<file path="src/rtl/uart_rx_8n1.sv">
// UART 8N1 receiver: 2-flop input synchronizer, mid-bit sampling from an internal baud
// counter, and a holding register with valid/ack handshake, framing-error and overrun status.
module uart_rx_8n1 #(
    parameter int CLKS_PER_BIT = 1250,
    parameter int HALF_BIT     = CLKS_PER_BIT / 2
) (
    input  logic       hwclk,
    input  logic       rst,
    input  logic       rx,
    output logic [7:0] rxbyte,
    output logic       rxvalid,
    input  logic       rxack,
    output logic       frame_err,
    output logic       overrun,
    output logic       busy
);

    localparam int CW = $clog2(CLKS_PER_BIT);
    localparam logic [CW-1:0] LP_BIT_LAST  = CW'(CLKS_PER_BIT - 1);
    localparam logic [CW-1:0] LP_HALF_LAST = CW'(HALF_BIT - 1);

    typedef enum logic [2:0] {
        S_IDLE,
        S_START,
        S_DATA,
        S_STOP,
        S_BREAK
    } state_t;

    logic          r_rx_meta;
    logic          r_rx_s;
    state_t        r_state;
    logic [CW-1:0] r_cnt;
    logic [2:0]    r_bit_idx;
    logic [7:0]    r_shift;
    logic [7:0]    r_rxbyte;
    logic          r_rxvalid;
    logic          r_frame_err;
    logic          r_overrun;

    state_t        w_state_next;
    logic [CW-1:0] w_cnt_next;
    logic [2:0]    w_bit_idx_next;
    logic [7:0]    w_shift_next;
    logic          w_deliver;
    logic          w_frame_err;

    // NOTE: synchronizer resets to the idle line level so reset release never looks like a start bit.
    always_ff @(posedge hwclk or posedge rst) begin
        if (rst) begin
            r_rx_meta <= 1'b1;
            r_rx_s    <= 1'b1;
        end else begin
            r_rx_meta <= rx;
            r_rx_s    <= r_rx_meta;
        end
    end

    always_ff @(posedge hwclk or posedge rst) begin
        if (rst) begin
            r_state   <= S_IDLE;
            r_cnt     <= '0;
            r_bit_idx <= '0;
            r_shift   <= '0;
        end else begin
            r_state   <= w_state_next;
            r_cnt     <= w_cnt_next;
            r_bit_idx <= w_bit_idx_next;
            r_shift   <= w_shift_next;
        end
    end

    // NOTE: every output of this block gets a default first, so no path can infer a latch.
    always_comb begin
        w_state_next   = r_state;
        w_cnt_next     = r_cnt;
        w_bit_idx_next = r_bit_idx;
        w_shift_next   = r_shift;
        w_deliver      = 1'b0;
        w_frame_err    = 1'b0;
        unique case (r_state)
            S_IDLE: begin
                if (!r_rx_s) begin
                    w_state_next = S_START;
                    w_cnt_next   = '0;
                end
            end
            S_START: begin
                if (r_cnt == LP_HALF_LAST) begin
                    w_cnt_next     = '0;
                    w_bit_idx_next = '0;
                    w_state_next   = r_rx_s ? S_IDLE : S_DATA;
                end else begin
                    w_cnt_next = r_cnt + 1'b1;
                end
            end
            S_DATA: begin
                if (r_cnt == LP_BIT_LAST) begin
                    w_cnt_next     = '0;
                    w_shift_next   = {r_rx_s, r_shift[7:1]};
                    w_bit_idx_next = r_bit_idx + 1'b1;
                    if (r_bit_idx == 3'd7) begin
                        w_state_next = S_STOP;
                    end
                end else begin
                    w_cnt_next = r_cnt + 1'b1;
                end
            end
            S_STOP: begin
                if (r_cnt == LP_BIT_LAST) begin
                    w_cnt_next = '0;
                    if (r_rx_s) begin
                        w_deliver    = 1'b1;
                        w_state_next = S_IDLE;
                    end else begin
                        w_frame_err  = 1'b1;
                        w_state_next = S_BREAK;
                    end
                end else begin
                    w_cnt_next = r_cnt + 1'b1;
                end
            end
            S_BREAK: begin
                if (r_rx_s) begin
                    w_state_next = S_IDLE;
                end
            end
            default: w_state_next = S_IDLE;
        endcase
    end

    // A delivery that meets a same-cycle ack replaces the pending byte instead of overrunning.
    always_ff @(posedge hwclk or posedge rst) begin
        if (rst) begin
            r_rxbyte    <= '0;
            r_rxvalid   <= 1'b0;
            r_frame_err <= 1'b0;
            r_overrun   <= 1'b0;
        end else begin
            r_frame_err <= w_frame_err;
            if (w_deliver) begin
                if (!r_rxvalid || rxack) begin
                    r_rxbyte  <= r_shift;
                    r_rxvalid <= 1'b1;
                end else begin
                    r_overrun <= 1'b1;
                end
            end else if (r_rxvalid && rxack) begin
                r_rxvalid <= 1'b0;
            end
        end
    end

    assign rxbyte    = r_rxbyte;
    assign rxvalid   = r_rxvalid;
    assign frame_err = r_frame_err;
    assign overrun   = r_overrun;
    assign busy      = (r_state != S_IDLE);

endmodule

</file>
<file path="config.mk">
export PLATFORM = sky130hd
export DESIGN_NAME = uart_rx_8n1
export DESIGN_NICKNAME = d
export VERILOG_FILES = /design/src/rtl/uart_rx_8n1.sv
export SDC_FILE = /design/constraint.sdc
export NUM_CORES = 1
export LEC_CHECK = 0
export CAP_MARGIN = 20
export CORE_MARGIN = 2
export CORE_UTILIZATION = 57
export CTS_BUF_LIST = sky130_fd_sc_hd__clkbuf_8 sky130_fd_sc_hd__clkbuf_16
export CTS_CLUSTER_SIZE = 40
export DETAILED_ROUTE_END_ITERATION = 8
export MAX_ROUTING_LAYER = met4
export PLACE_DENSITY = 0.83
export SYNTH_ARGS = -nofsm -noshare
export SYNTH_HDL_FRONTEND = slang
export SYNTH_SLANG_ARGS = --single-unit
</file>
<file path="constraint.sdc">
create_clock -name hwclk -period 2.4 [get_ports hwclk]
set_input_delay 0.48 -clock hwclk [delete_from_list [all_inputs] [get_ports hwclk]]
set_output_delay 0.48 -clock hwclk [all_outputs]
set_load 0.05 [all_outputs]
</file>
# Word level (Yosys, flattened, before mapping)
# Index checks and enable logic that the tools add are counted.
# op_classes
bitwise	1
muxes	25
reduce_logical	16
add_sub_neg	2
n_eq_ne	14
# op_table
op	n
$mux W11	3
$pmux W11 S3	1
$mux W3	9
$pmux W3 S5	1
$ne A2 B2 Y1 const B	6
$add A11 B1 Y11 const B	1
$eq A11 B10 Y1 const B	1
$eq A11 B11 Y1 const B	1
$reduce_and A2 Y1	5
$mux W1	9
$eq A3 B2 Y1 const B	2
$eq A3 B3 Y1 const B	2
$pmux W3 S2	1
$reduce_and A6 Y1	1
$reduce_bool A3 Y1	2
$reduce_bool A2 Y1	2
$add A3 B1 Y3 const B	1
$eq A3 B1 Y1 const B	1
$logic_not A3 Y1	1
$reduce_and A3 Y1	1
$mux W2	1
$ne A2 B1 Y1 const B	1
$reduce_or A2 Y1	1
$logic_and A1 B1 Y1	1
3 further kinds	3
# totals
regBits	38
word_cells	68
in_bits	4

# Logic depth before layout (Yosys ltp)
# Gate-level depths: netlist of run 1.
# logic_depth
word_depth	5
mapped_depth	7
mapped_depth_nobuf	6

# Worst setup path after synthesis of run 1
# No wires, ideal clock.
# synth_path
path_kind	register to register
start	register r_cnt[3]
end	register r_rxbyte[0], in the netlist rxbyte[0]
arrival_ns	1.764
t_required_ns	2.275
n_path_buf	2
path_slack_ns	0.511
setup_ns	0.125
path_stages_with_launch	6
cell_sequence	dfrtp_1 > buf_6 > or3_1 > buf_6 > nor4_4 > mux2_2
# synth_via
elab_chain_len	4
# synth_rtl
item	line	text
start: declaration	33	logic [CW-1:0] r_cnt;
start signal: assignment	67	r_cnt <= w_cnt_next;
$eq A11 B11 Y1	110	if (r_cnt == LP_BIT_LAST) begin
$mux W1	110	
$mux W1	81	unique case (r_state)
$reduce_and A2 Y1 (no line)	n/a	
end signal: assignment	143	r_rxbyte <= r_shift;
end: declaration	36	logic [7:0] r_rxbyte;
# No other way between the ends.
# A chain may end at the register's enable or synchronous reset.

# Final worst setup path of run 1
# layout_path
start	register r_state[0]
end	output port busy
# layout_via
elab_chain_len	1
# layout_rtl
item	line	text
start: declaration	32	state_t r_state;
start signal: assignment	66	r_state <= w_state_next;
$reduce_bool A3 Y1	158	assign busy = (r_state != S_IDLE);
end: declaration	15	output logic busy
# No other way between the ends.

==> results of run 1 <==
[final cells by class]
cell class | instances | area [sq um]
clock inverter | 2 | 12.5
tap | 46 | 57.6
fill | 245 | 1080
multi-input combinational | 118 | 886
sequential | 38 | 953
clock buffer | 6 | 82.6
inverter | 8 | 30.0
timing repair buffer | 19 | 179
[sequential cells by signal, indices dropped and copies added (netlist names)]
register,count
r_state,3
rxbyte,8
frame_err,1
rxvalid,1
r_rx_meta,1
r_shift,8
r_bit_idx,3
r_cnt,11
r_rx_s,1
overrun,1
[cell families after synthesis]
group,after synthesis
and+or+nand+nor,59
buffers and inverters,17
muxes,20
adders and majority gates,5
xor gates and xnor gates,1
AOI/OAI and AO/OA,33
DFF,38
[cell usage after synthesis (all sizes together)]
cell     instances  share of area
a21o             1         0.0039
a21oi            5          0.013
a221o            2          0.010
a22o             2          0.010
a31oi            1         0.0032
a32oi            1         0.0045
and2             1         0.0032
and2b            1         0.0039
and3b            1         0.0045
and4             1         0.0045
and4b            1         0.0052
buf              7          0.026
clkbuf           2         0.0058
dfrtp           36           0.47
dfstp            2          0.027
ha               5          0.032
inv              8          0.016
mux2            17          0.099
mux2i            3          0.016
nand2           13          0.027
nand2b           3         0.0097
nand3            4          0.010
nand3b           2         0.0078
nand4            4          0.013
nand4b           2         0.0091
nor2             7          0.014
nor2b            3         0.0097
nor3             7          0.018
nor3b            2         0.0078
nor4             3          0.017
o2111ai          1         0.0045
o211ai           2         0.0078
o21ai            6          0.017
o21bai           1         0.0039
o221ai           2         0.0091
o22ai            2         0.0065
o311ai           1         0.0045
o31a             1         0.0052
o31ai            3          0.014
o41ai            2         0.0091
or2b             1         0.0039
or3              2         0.0065
or3b             1         0.0045
xnor2            1         0.0045
[per-layer routing]
layer | part of all wire | track usage
met1 | 0.46 | 0.287
met2 | 0.48 | 0.330
met3 | 0.046 | 0.0688
met4 | 0.012 | 0.0694
met5 | 0 | -
[critical path, stage by stage (launching register included)]
cell and delay, ps:
dfrtp_1 490, or3_1 430, dlygate4sd2_1 440
[worst paths after layout]
path                             endpoint  slack [ps]  depth (start not counted)
worst max-delay path                 busy         270                          2
worst min-delay path               r_rx_s         350                          0
worst max register to register   r_cnt[3]         320                          4
worst min register to register     r_rx_s         350                          0
max in group asynchronous          r_rx_s        1460                          3
min in group asynchronous       rxbyte[0]         590                          3
[power groups by stage]
stage                     clock network (mW)  registers [mW]  logic [mW]
final                                  0.462           0.646      0.0189
after global routing                   0.507           0.646      0.0222
after CTS                              0.465           0.645      0.0199
after detailed placement                   0           0.658      0.0198
after global placement                     0           0.657      0.0197
after floorplan                            0           0.656      0.0122
[through the flow]
step | utilization | std cells | area, sq um
detailed placement | 0.642 | 229 | 2110
floorplan | - | 173 | 1930
global placement | 0.642 | 229 | 2110
CTS | 0.670 | 237 | 2200
global route | 0.670 | 237 | 2200
finish | 0.670 | 237 | 2200
[timing repair]
item,in CTS,in global routing
gates resized for setup,1,0
setup endpoints to repair,1,0
hold endpoints to repair,0,0
==> flow_summary.toml, run 1 <==
[outcome]
status = "completed"

[drt]
drt_drc_violations_left = 0
vias = 1417
vias_per_cell = 5.98
drt_first_pass_iters = 4
drt-initial-drc-count = 166
antenna_left = 0
wire_per_inst_microns = 16.0
routed_wl_microns = 3790

[layout]
drive_above_1_share = 0.204
nNetsFinal = 199
area_delta_synth_final_pct = 14.0
final_common_cell = "dfrtp_1"
final_cell_mix = "dfrtp_1, mux2_2, clkdlybuf4s50_1, nand2_1, inv_1"
antenna_cells = 0

[power]
clkPwrFrac = 0.410
power.switching_mw = 0.246
switching_share = 0.219
total_power_mw = 1.13
p_leak_nw = 0.955
intPower_mw = 0.880
max-vdd-ir-drop_mv = 0.376
powerDensity_mw_per_mm2 = 512
p_seq_frac = 0.573
power.share.combinational = 0.017

[placement]
io_buffers = 15
pre_cts_ws_ps = 296
place.detailed.hpwl_microns = 2670
gp_congestion = 0.892

[setup_path]
critPathMaxFanout = 11
crit_required_ps = 1920
crit_start = "r_state[0]"
critical_path_class = "flop to output pin"
startpoint_type = "flop"
r2r-start = "r_cnt[3]"
end_kind = "output pin"
cp.arrival_ps = 1650

[clocking]
cts_buffer_depth = 2
cts_setup_buffers = 0
path_clk_slew_ps = 80
numCtsBuffers = 5
cts.sinks = 38
cts_root_buf = "clkbuf_8"
ctsHoldBuffers = 0
cts_tree = "done"
h-tree-depth = 2
clk_latency_ps = 290

[grt]
grt.total_usage = 0.219
grt_pass1_vias = 1344
antenna_found_initial = 0
overflow = 0
grt_max_degree = 39
grt_pass1_wl_microns = 6470

[floorplanning]
io_pins = 16
chipWidth_microns = 62.2
die_h_microns = 62.2
die_area_sq_mm = 0.00387
rows = 21
coreArea_sq_mm = 0.00328
start_util = 0.588

[timing]
slew_violations = 0
worst_pin_slew_ps = 496
max_freq_ghz = 0.470
fin_hold_ws_ps = 354
period_share = 0.887
setup_viol = 0
clock_skew_ps = 3.25
rsz0062_at_grt = "no"
slew_headroom = 0.666
fin_ws_ps = 272
hold_viol_final = 0
setup_tns_ps = 0
fin_crit_ps = 2130

[yosys]
synthDistinctLibCells = 51
ys.warnings.count = 0
synthMuxAreaShare = 0.115
syn_inst = 173
netlist_area_sq_mm = 0.00193
synthXorXnorAreaFrac = 0.00454
syn-num-nets = 182
synthSimpleGateAreaFrac = 0.180
syn_avg_cell_area_sq_um = 11.2
synth_compound_area_frac = 0.128
synth_fa_ha_area_frac = 0.0324
yosysSeqAreaShare = 0.494
synth_top_family_by_area = "simple AND/OR/NAND/NOR gates"
ys_ff_latch = 38

[hold_path]
min_path_type = "flop to flop"
worstHoldStart = "r_rx_meta"

[flow_run]
maxCapViolations = 0
(Power assumes the default switching activity.)
==> inputs of run 2 (changes only) <==
--- a/config.mk
+++ b/config.mk
@@ -6,13 +6,16 @@
 export NUM_CORES = 1
 export LEC_CHECK = 0
 export CAP_MARGIN = 20
+export CELL_PAD_IN_SITES_DETAIL_PLACEMENT = 1
+export CELL_PAD_IN_SITES_GLOBAL_PLACEMENT = 1
 export CORE_MARGIN = 2
-export CORE_UTILIZATION = 57
+export CORE_UTILIZATION = 46
 export CTS_BUF_LIST = sky130_fd_sc_hd__clkbuf_8 sky130_fd_sc_hd__clkbuf_16
 export CTS_CLUSTER_SIZE = 40
 export DETAILED_ROUTE_END_ITERATION = 8
 export MAX_ROUTING_LAYER = met4
 export PLACE_DENSITY = 0.83
+export SETUP_SLACK_MARGIN = 0.3
 export SYNTH_ARGS = -nofsm -noshare
 export SYNTH_HDL_FRONTEND = slang
 export SYNTH_SLANG_ARGS = --single-unit
==> flow_summary.toml, run 2 (synthesis results as in run 1) <==
[placement]
place_inst = 236
gp_congestion = 0.897
dpl_cell_area_sq_mm = 0.00213
io_buffers = 15
place.detailed.hpwl_microns = 3360

[drt]
antenna_left = 0
vias_per_cell = 6.05
vias = 1475
drt_drc_violations_left = 0
wire_per_inst_microns = 18.9
drt-initial-drc-count = 66
drt_first_pass_iters = 4
routed_wl_microns = 4610

[timing]
slew_violations = 0
slew_headroom = 0.641
fin_crit_ps = 1990
max_freq_ghz = 0.503
worst_pin_slew_ps = 534
clock_skew_ps = 8.75
setup_viol = 0
rsz0062_at_grt = "no"
hold_viol_final = 0
setup_tns_ps = 0
period_share = 0.829

[floorplanning]
die_h_microns = 68.8
chipWidth_microns = 68.8
rows = 23
io_pins = 16
coreArea_sq_mm = 0.00403
start_util = 0.479
die_area_sq_mm = 0.00473

[power]
clkPwrFrac = 0.385
p_seq_frac = 0.597
intPower_mw = 0.846
power.share.combinational = 0.018
max-vdd-ir-drop_mv = 0.285
powerDensity_mw_per_mm2 = 484
power.switching_mw = 0.235
switching_share = 0.217
p_leak_nw = 0.972
total_power_mw = 1.08

[layout]
final_common_cell = "dfrtp_1"
layout.cells.non_filler = 244
antenna_cells = 0
area_delta_synth_final_pct = 15.7
fillers = 442
largest_reg_flops = 11
drive_above_1_share = 0.232
largest-register = "r_cnt"
final_cell_mix = "dfrtp_1, mux2_2, clkdlybuf4s50_1, nand2_1, inv_1"
postLayoutCellArea_sq_mm = 0.00223
nNetsFinal = 202

[clocking]
h-tree-depth = 2
numCtsBuffers = 5
clk_latency_ps = 300
cts_setup_buffers = 0
path_clk_slew_ps = 70
ctsHoldBuffers = 0
cts.sinks = 38
cts_tree = "done"
cts_root_buf = "clkbuf_8"
cts_buffer_depth = 2

[setup_path]
max_stage_delay_ps = 470
worstPathCellList = "or3_4, o31a_2, nor2_2, o221ai_1"
reg2reg_to = "r_cnt[6]"
cp_slowest_cell = "dfrtp_1"
worst-r2r-cell-count = 4
critPathMaxFanout = 7
r2r-start = "r_cnt[2]"
timing.critical_path.buf_inv = 0
startpoint_type = "flop"
rrSetupSlack_ps = 410
crit_required_ps = 2550
critPathTopFamily = "simple AND/OR/NAND/NOR gates"
cp.arrival_ps = 2140
critical_path_class = "flop to flop"
end_kind = "flop"

[hold_path]
worstHoldStart = "r_rx_meta"
min_to = "r_rx_s"
min_path_cells = 0
min_path_type = "flop to flop"

[outcome]
status = "completed"

[grt]
grt_pass1_wl_microns = 7490
grt_max_degree = 39
grt.total_usage = 0.227
overflow = 0
antenna_found_initial = 0
grt_pass1_vias = 1490

[flow_run]
maxCapViolations = 0
## run 2: metrics by stage
step           setup WS, ps  utilization  hold WS, ps
3_5_place_dp            257        0.530          347
5_1_grt                 379        0.554          370
6_report                411        0.554          348
4_1_cts                 291        0.553          354
2_1_floorplan           511            -          345
3_3_place_gp            307        0.530          347
## run 2: cell type report
type	count	area [sq um]	share of cell area
multi-input cells	118	907	0.406
flip-flops and latches	38	953	0.427
repair buffers	22	198	0.0885
inverters	8	30.0	0.0134
well taps	50	62.6	0.0280
clock inverters	3	13.8	0.00616
clock buffers	5	68.8	0.0308
## run 2: power groups by stage
stage / clock [mW] / sequential [mW] / combinational (mW)
5_1_grt: 0.457 / 0.645 / 0.0224
6_report: 0.417 / 0.645 / 0.0193
3_3_place_gp: 0 / 0.658 / 0.0198
2_1_floorplan: 0 / 0.656 / 0.0122
3_5_place_dp: 0 / 0.658 / 0.0207
4_1_cts: 0.432 / 0.645 / 0.0207
## run 2: worst max-delay path by stage
stage	startpoint	end	depth (start not counted)
2_1_floorplan	r_cnt[3]	rxbyte[0]	5
3_3_place_gp	rxack	rxbyte[6]	6
3_5_place_dp	r_cnt[2]	r_cnt[2]	4
4_1_cts	r_cnt[2]	r_cnt[2]	4
5_1_grt	r_state[0]	r_bit_idx[0]	6
6_report	r_cnt[2]	r_cnt[6]	4
## run 2: timing repair
item                                    4_1_cts  5_1_grt
endpoints found under the setup margin        7        7
gates resized for setup                       3        4
pin swaps                                     0        1
## run 2: routing by layer
metal	share of wire	up-vias	track usage
li1	-	677	-
met1	0.41	753	0.263
met2	0.53	39	0.394
met3	0.042	6	0.0584
met4	0.012	0	0.0588
met5	0	-	-
